$ cat src/rtl/imem_loader_pkg.sv
`default_nettype none
// ============================================================================
// Module      : imem_loader_pkg
// Description : Shared types and constants for the instruction memory loader.
// Revision    : 1.0 - initial release
// ============================================================================
package imem_loader_pkg;

    localparam int C_HDR_BYTES      = 2;
    localparam int C_BYTES_PER_WORD = 4;
    localparam int C_LEN_W          = 8 * C_HDR_BYTES;
    localparam int C_WORD_W         = 8 * C_BYTES_PER_WORD;
    localparam int C_BCNT_W         = $clog2(C_BYTES_PER_WORD);

    typedef enum logic [2:0] {
        S_IDLE   = 3'd0,
        S_LEN_HI = 3'd1,
        S_LEN_LO = 3'd2,
        S_BYTE   = 3'd3,
        S_WRITE  = 3'd4,
        S_DONE   = 3'd5,
        S_ERR    = 3'd6
    } state_e;

endpackage
`default_nettype wire

$ cat src/rtl/imem_loader_word_assembler.sv
`default_nettype none
// ============================================================================
// Module      : word_assembler
// Description : Shifts in bytes MSB-first and flags the final byte of a word.
// Revision    : 1.0 - initial release
// ============================================================================
module word_assembler
    import imem_loader_pkg::*;
(
    input  logic                clk,
    input  logic                rst_n,
    input  logic                clear_i,
    input  logic                accept_i,
    input  logic [7:0]          byte_i,
    output logic [C_WORD_W-1:0] word_o,
    output logic                full_o
);

    logic [C_BCNT_W-1:0] cnt_q, cnt_d;
    logic [C_WORD_W-1:0] word_q, word_d;

    always_comb begin
        cnt_d  = cnt_q;
        word_d = word_q;
        full_o = accept_i && (cnt_q == C_BCNT_W'(C_BYTES_PER_WORD - 1));
        if (clear_i) begin
            cnt_d = '0;
        end else if (accept_i) begin
            // The counter wraps naturally after the last byte of each word.
            word_d = {word_q[C_WORD_W-9:0], byte_i};
            cnt_d  = cnt_q + 1'b1;
        end
    end

    always_ff @(posedge clk or negedge rst_n) begin
        if (!rst_n) begin
            cnt_q  <= '0;
            word_q <= '0;
        end else begin
            cnt_q  <= cnt_d;
            word_q <= word_d;
        end
    end

    assign word_o = word_q;

endmodule
`default_nettype wire

$ cat src/rtl/imem_loader.sv
`default_nettype none
// ============================================================================
// Module      : imem_loader
// Description : Boot loader streaming a length-prefixed image into imem.
// Revision    : 1.0 - initial release
// ============================================================================
module imem_loader
    import imem_loader_pkg::*;
#(
    parameter int DEPTH  = 256,
    parameter int ADDR_W = 8
) (
    input  logic                clk,
    input  logic                reset,
    input  logic                start,
    input  logic                in_valid,
    input  logic [7:0]          in_data,
    output logic                in_ready,
    output logic                mem_we,
    output logic [ADDR_W-1:0]   mem_addr,
    output logic [C_WORD_W-1:0] mem_wdata,
    output logic                cpu_hold,
    output logic                done,
    output logic                error,
    output logic [ADDR_W:0]     words_loaded
);

    localparam logic [C_LEN_W-1:0] C_DEPTH_LEN = C_LEN_W'(DEPTH);

    state_e               state_q, state_d;
    logic [C_LEN_W-1:0]   count_q, count_d;
    logic                 mem_we_q, mem_we_d;
    logic [ADDR_W-1:0]    addr_q, addr_d;
    logic [ADDR_W:0]      words_q, words_d;
    logic                 hold_q, hold_d;
    logic                 done_q, done_d;
    logic                 error_q, error_d;

    logic                 w_accept;
    logic                 w_asm_clear;
    logic                 w_asm_full;
    logic [C_LEN_W-1:0]   w_len;
    logic [ADDR_W:0]      w_words_next;

    assign in_ready     = (state_q == S_LEN_HI) || (state_q == S_LEN_LO) || (state_q == S_BYTE);
    assign w_accept     = in_valid && in_ready;
    assign w_len        = {count_q[C_LEN_W-1:8], in_data};
    assign w_words_next = words_q + 1'b1;

    word_assembler u_word_assembler (
        .clk      (clk),
        .rst_n    (reset),
        .clear_i  (w_asm_clear),
        .accept_i (w_accept && (state_q == S_BYTE)),
        .byte_i   (in_data),
        .word_o   (mem_wdata),
        .full_o   (w_asm_full)
    );

    always_comb begin
        state_d     = state_q;
        count_d     = count_q;
        mem_we_d    = 1'b0;
        addr_d      = addr_q;
        words_d     = words_q;
        hold_d      = hold_q;
        done_d      = done_q;
        error_d     = error_q;
        w_asm_clear = 1'b0;

        case (state_q)
            S_IDLE, S_DONE, S_ERR: begin
                if (start) begin
                    state_d     = S_LEN_HI;
                    hold_d      = 1'b1;
                    done_d      = 1'b0;
                    error_d     = 1'b0;
                    addr_d      = '0;
                    words_d     = '0;
                    w_asm_clear = 1'b1;
                end
            end
            S_LEN_HI: begin
                if (w_accept) begin
                    count_d[C_LEN_W-1:8] = in_data;
                    state_d              = S_LEN_LO;
                end
            end
            S_LEN_LO: begin
                if (w_accept) begin
                    count_d[7:0] = in_data;
                    if (w_len == '0) begin
                        state_d = S_DONE;
                        done_d  = 1'b1;
                        hold_d  = 1'b0;
                    end else if (w_len > C_DEPTH_LEN) begin
                        state_d = S_ERR;
                        error_d = 1'b1;
                    end else begin
                        state_d = S_BYTE;
                    end
                end
            end
            S_BYTE: begin
                if (w_asm_full) begin
                    state_d  = S_WRITE;
                    mem_we_d = 1'b1;
                end
            end
            S_WRITE: begin
                addr_d  = addr_q + 1'b1;
                words_d = w_words_next;
                if (C_LEN_W'(w_words_next) == count_q) begin
                    state_d = S_DONE;
                    done_d  = 1'b1;
                    hold_d  = 1'b0;
                end else begin
                    state_d = S_BYTE;
                end
            end
            default: begin
                state_d = S_IDLE;
            end
        endcase
    end

    always_ff @(posedge clk or negedge reset) begin
        if (!reset) begin
            state_q  <= S_IDLE;
            count_q  <= '0;
            mem_we_q <= 1'b0;
            addr_q   <= '0;
            words_q  <= '0;
            hold_q   <= 1'b1;
            done_q   <= 1'b0;
            error_q  <= 1'b0;
        end else begin
            state_q  <= state_d;
            count_q  <= count_d;
            mem_we_q <= mem_we_d;
            addr_q   <= addr_d;
            words_q  <= words_d;
            hold_q   <= hold_d;
            done_q   <= done_d;
            error_q  <= error_d;
        end
    end

    assign mem_we       = mem_we_q;
    assign mem_addr     = addr_q;
    assign cpu_hold     = hold_q;
    assign done         = done_q;
    assign error        = error_q;
    assign words_loaded = words_q;

endmodule
`default_nettype wire

$ cat config.mk
export PLATFORM = sky130hd
export DESIGN_NAME = imem_loader
export DESIGN_NICKNAME = d
export VERILOG_FILES = /design/src/rtl/imem_loader_pkg.sv /design/src/rtl/imem_loader_word_assembler.sv /design/src/rtl/imem_loader.sv
export SDC_FILE = /design/constraint.sdc
export NUM_CORES = 1
export LEC_CHECK = 0
export ABC_AREA = 1
export BUFFER_PORTS_ARGS = -buffer_cell sky130_fd_sc_hd__buf_2
export CORE_ASPECT_RATIO = 1.25
export CORE_UTILIZATION = 49
export CTS_BUF_LIST = sky130_fd_sc_hd__clkbuf_16
export CTS_CLUSTER_DIAMETER = 150
export CTS_CLUSTER_SIZE = 30
export DETAILED_ROUTE_END_ITERATION = 16
export PLACE_DENSITY = 0.79
export SYNTH_ARGS = -nofsm -noshare
export SYNTH_HDL_FRONTEND = slang
export SYNTH_SLANG_ARGS = --single-unit
export TNS_END_PERCENT = 1
$ cat constraint.sdc
create_clock -name clk -period 1.63 [get_ports clk]
set_input_delay 0.326 -clock clk [delete_from_list [all_inputs] [get_ports clk]]
set_output_delay 0.326 -clock clk [all_outputs]
set_load 0.01 [all_outputs]
==> results by group <==
Clocking
  • Clk buf depth: 2
  • Clock network latency to the later pin of the worst-skew pair: 0.33 ns
  • H-tree levels: 3
  • Root buffer selected by CTS: clkbuf_16
  • Sinks on the clock net: 74
  • Clock transition at the register clock pins on the worst setup and hold paths after CTS: 0.06 ns
  • Number of buffers added by the clock tree synthesis step: 9
  • TritonCTS clock tree: done

Die
  • Area of the die: 0.00727 mm2
  • Core outline area: 0.00665 mm2
  • Die width: 76.5 um
  • Vertical die dimension: 95.1 um
  • Number of top-level pins: 66
  • Starting density of the core: 51.1%
  • Number of standard-cell rows in the floorplan: 33

STA
  • Min Clock Period, post-route: 1.80 ns
  • Worst rel slew slack: 68.0%
  • Maximum clock skew at final layout: 0.00439 ns
  • Final hold viol count: 0
  • Period utilization: 111%
  • Slew Limit Fails: 0
  • Worst Slack Setup Final: -0.175 ns
  • Setup repair after global routing missed its margin: yes
  • Actual slew at the worst max-slew pin: 0.475 ns
  • Fmax achieved: 554 MHz
  • Final setup violation count: 5

Layout
  • Post-layout utilization of the core: 66.2%
  • Fraction of layout cells with a size suffix above 1: 27.7%
  • Number of diodes added for antenna fixing: 0
  • Total number of nets in the final design: 509
  • Area added between synthesis and finish: 29.6%

Outcome
  • Outcome: complete, but fails checks
  • Failing checks: setup timing

Flow run
  • Max capacitance violation total: 0

Yosys
  • Post-Synthesis Net Count: 418
  • Yosys reg bits: 74
  • Library cells used by synthesis: 29
  • Synthesized area divided by synthesized cell count: 8.43 um2
  • Portion of the post-synthesis area used by sequential elements: 54.5%
  • Post-synthesis cell area: 0.00340 mm2
  • Number of warnings issued by yosys: 0
  • Count of mapped cells out of synthesis: 403

Critical path
  • Source of the worst register-to-register timing path: words_loaded[0]$_DFFE_PN0P_
  • Maximum fanout along the worst path: 4
  • CP Data Arrival Time: 2.03 ns
  • Critical path data required time: 1.85 ns
  • Beginning of the critical path: words_loaded[0]$_DFFE_PN0P_
  • Kind of critical path: reg2reg
  • Worst setup SP type: register
  • Kind of end point of the critical path: register

Pwr
  • Clock network fraction of design power: 26.4%
  • Power per cell area: 1810 mW/mm2
  • Worst IR drop on VDD: 1.05 mV
  • Net load switching power: 2.88 mW
  • Sequential group share of total power: 38.1%
  • Net switching fraction of the power: 36.1%
  • Internal Dissipation: 5.10 mW
  • Static power due to leakage: 2.35 nW
  • Portion of total power attributed to combinational logic: 35.5%

Place
  • Worst-case setup slack after placement: -0.137 ns
  • Final weighted congestion of routability-driven global placement: 0.873
  • Count of buffers from port buffering: 65
  • HPWL reported at the end of detailed placement: 5370 um

Drt
  • Detailed Route WL: 7570 um
  • WL met3: 410 um
  • Met1 layer wirelength in the final routing: 3290 um
  • Top layer used by detailed routing: met4
  • Post-detailed-route count of antenna-violating nets: 0
  • DR vias/cell: 5.03
  • Iteration-0 DRC count of the detailed router: 166
  • Mean routed wirelength per cell: 12.9 um
  • Number of remaining DRC errors: 0
  • Via Count: 2949
  • Met2 WL: 3740 um
  • First drt pass iteration count: 4

Global routing
  • Largest net degree at the start of global routing: 56
  • GR Util All Layers: 23.3%
  • Wire length of the first global-routing pass: 13000 um
  • Number of antenna violations at the first check in global routing: 0
  • Vias in the first global route: 2936
  • Leftover overflow at the end of global routing: 0

Worst hold path
  • Worst hold path startpoint: in_valid
  • Path category of the worst min-delay check: in2reg
-- layer usage --
metal  track usage (%)  vias up
met3              4.98        9
met2              40.2       88
met1              27.9     1392
met4              11.1        0
li1                  -     1460
met5                 0        -
-- final cells by class --
type                       instances  area [um2]
fill                             545        2250
clock inverter                     7        93.8
tap                               87         109
timing repair buffer              90         559
clock buffer                       9         225
sequential                        74        1850
multi-input combinational        260        1340
inverter                          59         225
-- critical path: stages (launching register included) --
cell and delay [ns]:
dfrtp_1 0.45, buf_6 0.14, clkinvlp_4 0.11, nor2_4 0.16, nand3_1 0.11, nand2_1 0.10
nand2_1 0.05, nand2_1 0.05, nand2_1 0.05, nor2_1 0.08, nand2_1 0.09, nand2_2 0.10
nand3_2 0.09, nand2_1 0.08, nand2_1 0.04
-- power by group through the flow --
| stage | Combinational, mW | Sequential [mW] | Clock [mW] |
|---|---|---|---|
| global route | 3.22 | 3.14 | 2.22 |
| floorplan | 1.50 | 3.16 | 0 |
| global placement | 2.65 | 3.00 | 0 |
| detailed placement | 2.76 | 3.03 | 0 |
| CTS | 2.76 | 3.02 | 2.13 |
| finish | 2.84 | 3.04 | 2.11 |
-- flip-flops by register name, summed over array words and instances, names as in the netlist, 2 cells and up --
| name | cells |
|---|---|
| u_word_assembler.cnt_q | 2 |
| u_word_assembler.word_o | 32 |
| words_loaded | 9 |
| mem_addr | 8 |
| count_q | 16 |
| state_q | 3 |
-- cell families (layout without fill, tap and decap cells) --
kind of cell | count (synthesis) | after routing | share of synthesized area (%)
xor gates and xnor gates | 1 | 1 | 0.258
muxes | 12 | 12 | 3.98
and+or+nand+nor | 176 | 176 | 21.7
adders and majority gates | 3 | 3 | 1.11
AOI/OAI and AO/OA | 68 | 68 | 10.6
buffers and inverters | 69 | 165 | 7.81
DFF | 74 | 74 | 54.5
-- layout by cell type, fill, tap and decap left out, drive strengths merged --
cell,Yosys,final
a21oi,10,10
a22o,1,1
a31oi,1,1
a32o,1,1
buf,3,89
bufinv,0,2
clkbuf,7,9
clkinv,1,3
clkinvlp,0,2
dfrtp,73,73
dfstp,1,1
dlygate4sd3,0,1
ha,3,3
inv,58,59
mux2,12,12
nand2,114,114
nand3,25,25
nand3b,1,1
nand4,3,3
nor2,33,33
o21ai,47,47
o22ai,7,7
o31ai,1,1
xor2,1,1
-- cells in the mapped netlist (all sizes together) --
master    n  share of area, %
inv      58               6.4
a32o      1              0.29
a21oi    10               1.5
o22ai     7               1.3
nand2   114                13
a31oi     1              0.18
o21ai    47               6.9
xor2      1              0.26
dfrtp    73                54
a22o      1              0.26
clkinv    1              0.11
ha        3               1.1
nand3b    1              0.22
clkbuf    7              0.77
buf       3              0.52
nand3    25               4.0
nand4     3              0.55
o31ai     1              0.22
dfstp     1              0.77
mux2     12               4.0
nor2     33               4.0
-- repair_timing --
| item | in CTS | in global routing |
|---|---|---|
| endpoints found under the hold margin | 33 | 0 |
| pin swaps | 0 | 6 |
| hold buffers | 1 | 0 |
| gates resized for setup | 0 | 16 |
| setup endpoints to repair | 4 | 28 |
| setup buffers | 0 | 2 |
-- path summary, 6_finish.rpt --
kind / to / slack, ns / depth (start not counted)
setup / recovery: done$_DFFE_PN0P_ / -0.17 / 14
hold / removal: u_word_assembler.cnt_q[1]$_DFFE_PN0P_ / 0.30 / 3
setup reg to reg: done$_DFFE_PN0P_ / -0.17 / 14
hold reg to reg: cpu_hold$_DFFE_PN1P_ / 0.48 / 2
max in group asynchronous: count_q[11]$_DFFE_PN0P_ / 0.60 / 3
min in group asynchronous: words_loaded[5]$_DFFE_PN0P_ / 0.50 / 2
-- metrics by stage --
| step | setup TNS (ns) | power, mW | instances | instance area [um2] | hold slack (ns) |
|---|---|---|---|---|---|
| 2_1_floorplan | -0.0858 | 4.66 | 403 | 3400 | 0.0304 |
| 3_3_place_gp | -0.149 | 5.65 | 567 | 3990 | 0.315 |
| 3_5_place_dp | -0.463 | 5.79 | 567 | 3990 | 0.325 |
| 4_1_cts | -0.500 | 7.92 | 584 | 4320 | 0.291 |
| 5_1_grt | -2.47 | 8.58 | 586 | 4400 | 0.323 |
| 6_report | -0.612 | 7.98 | 586 | 4400 | 0.303 |
Power figures use the tool's default switching activity.
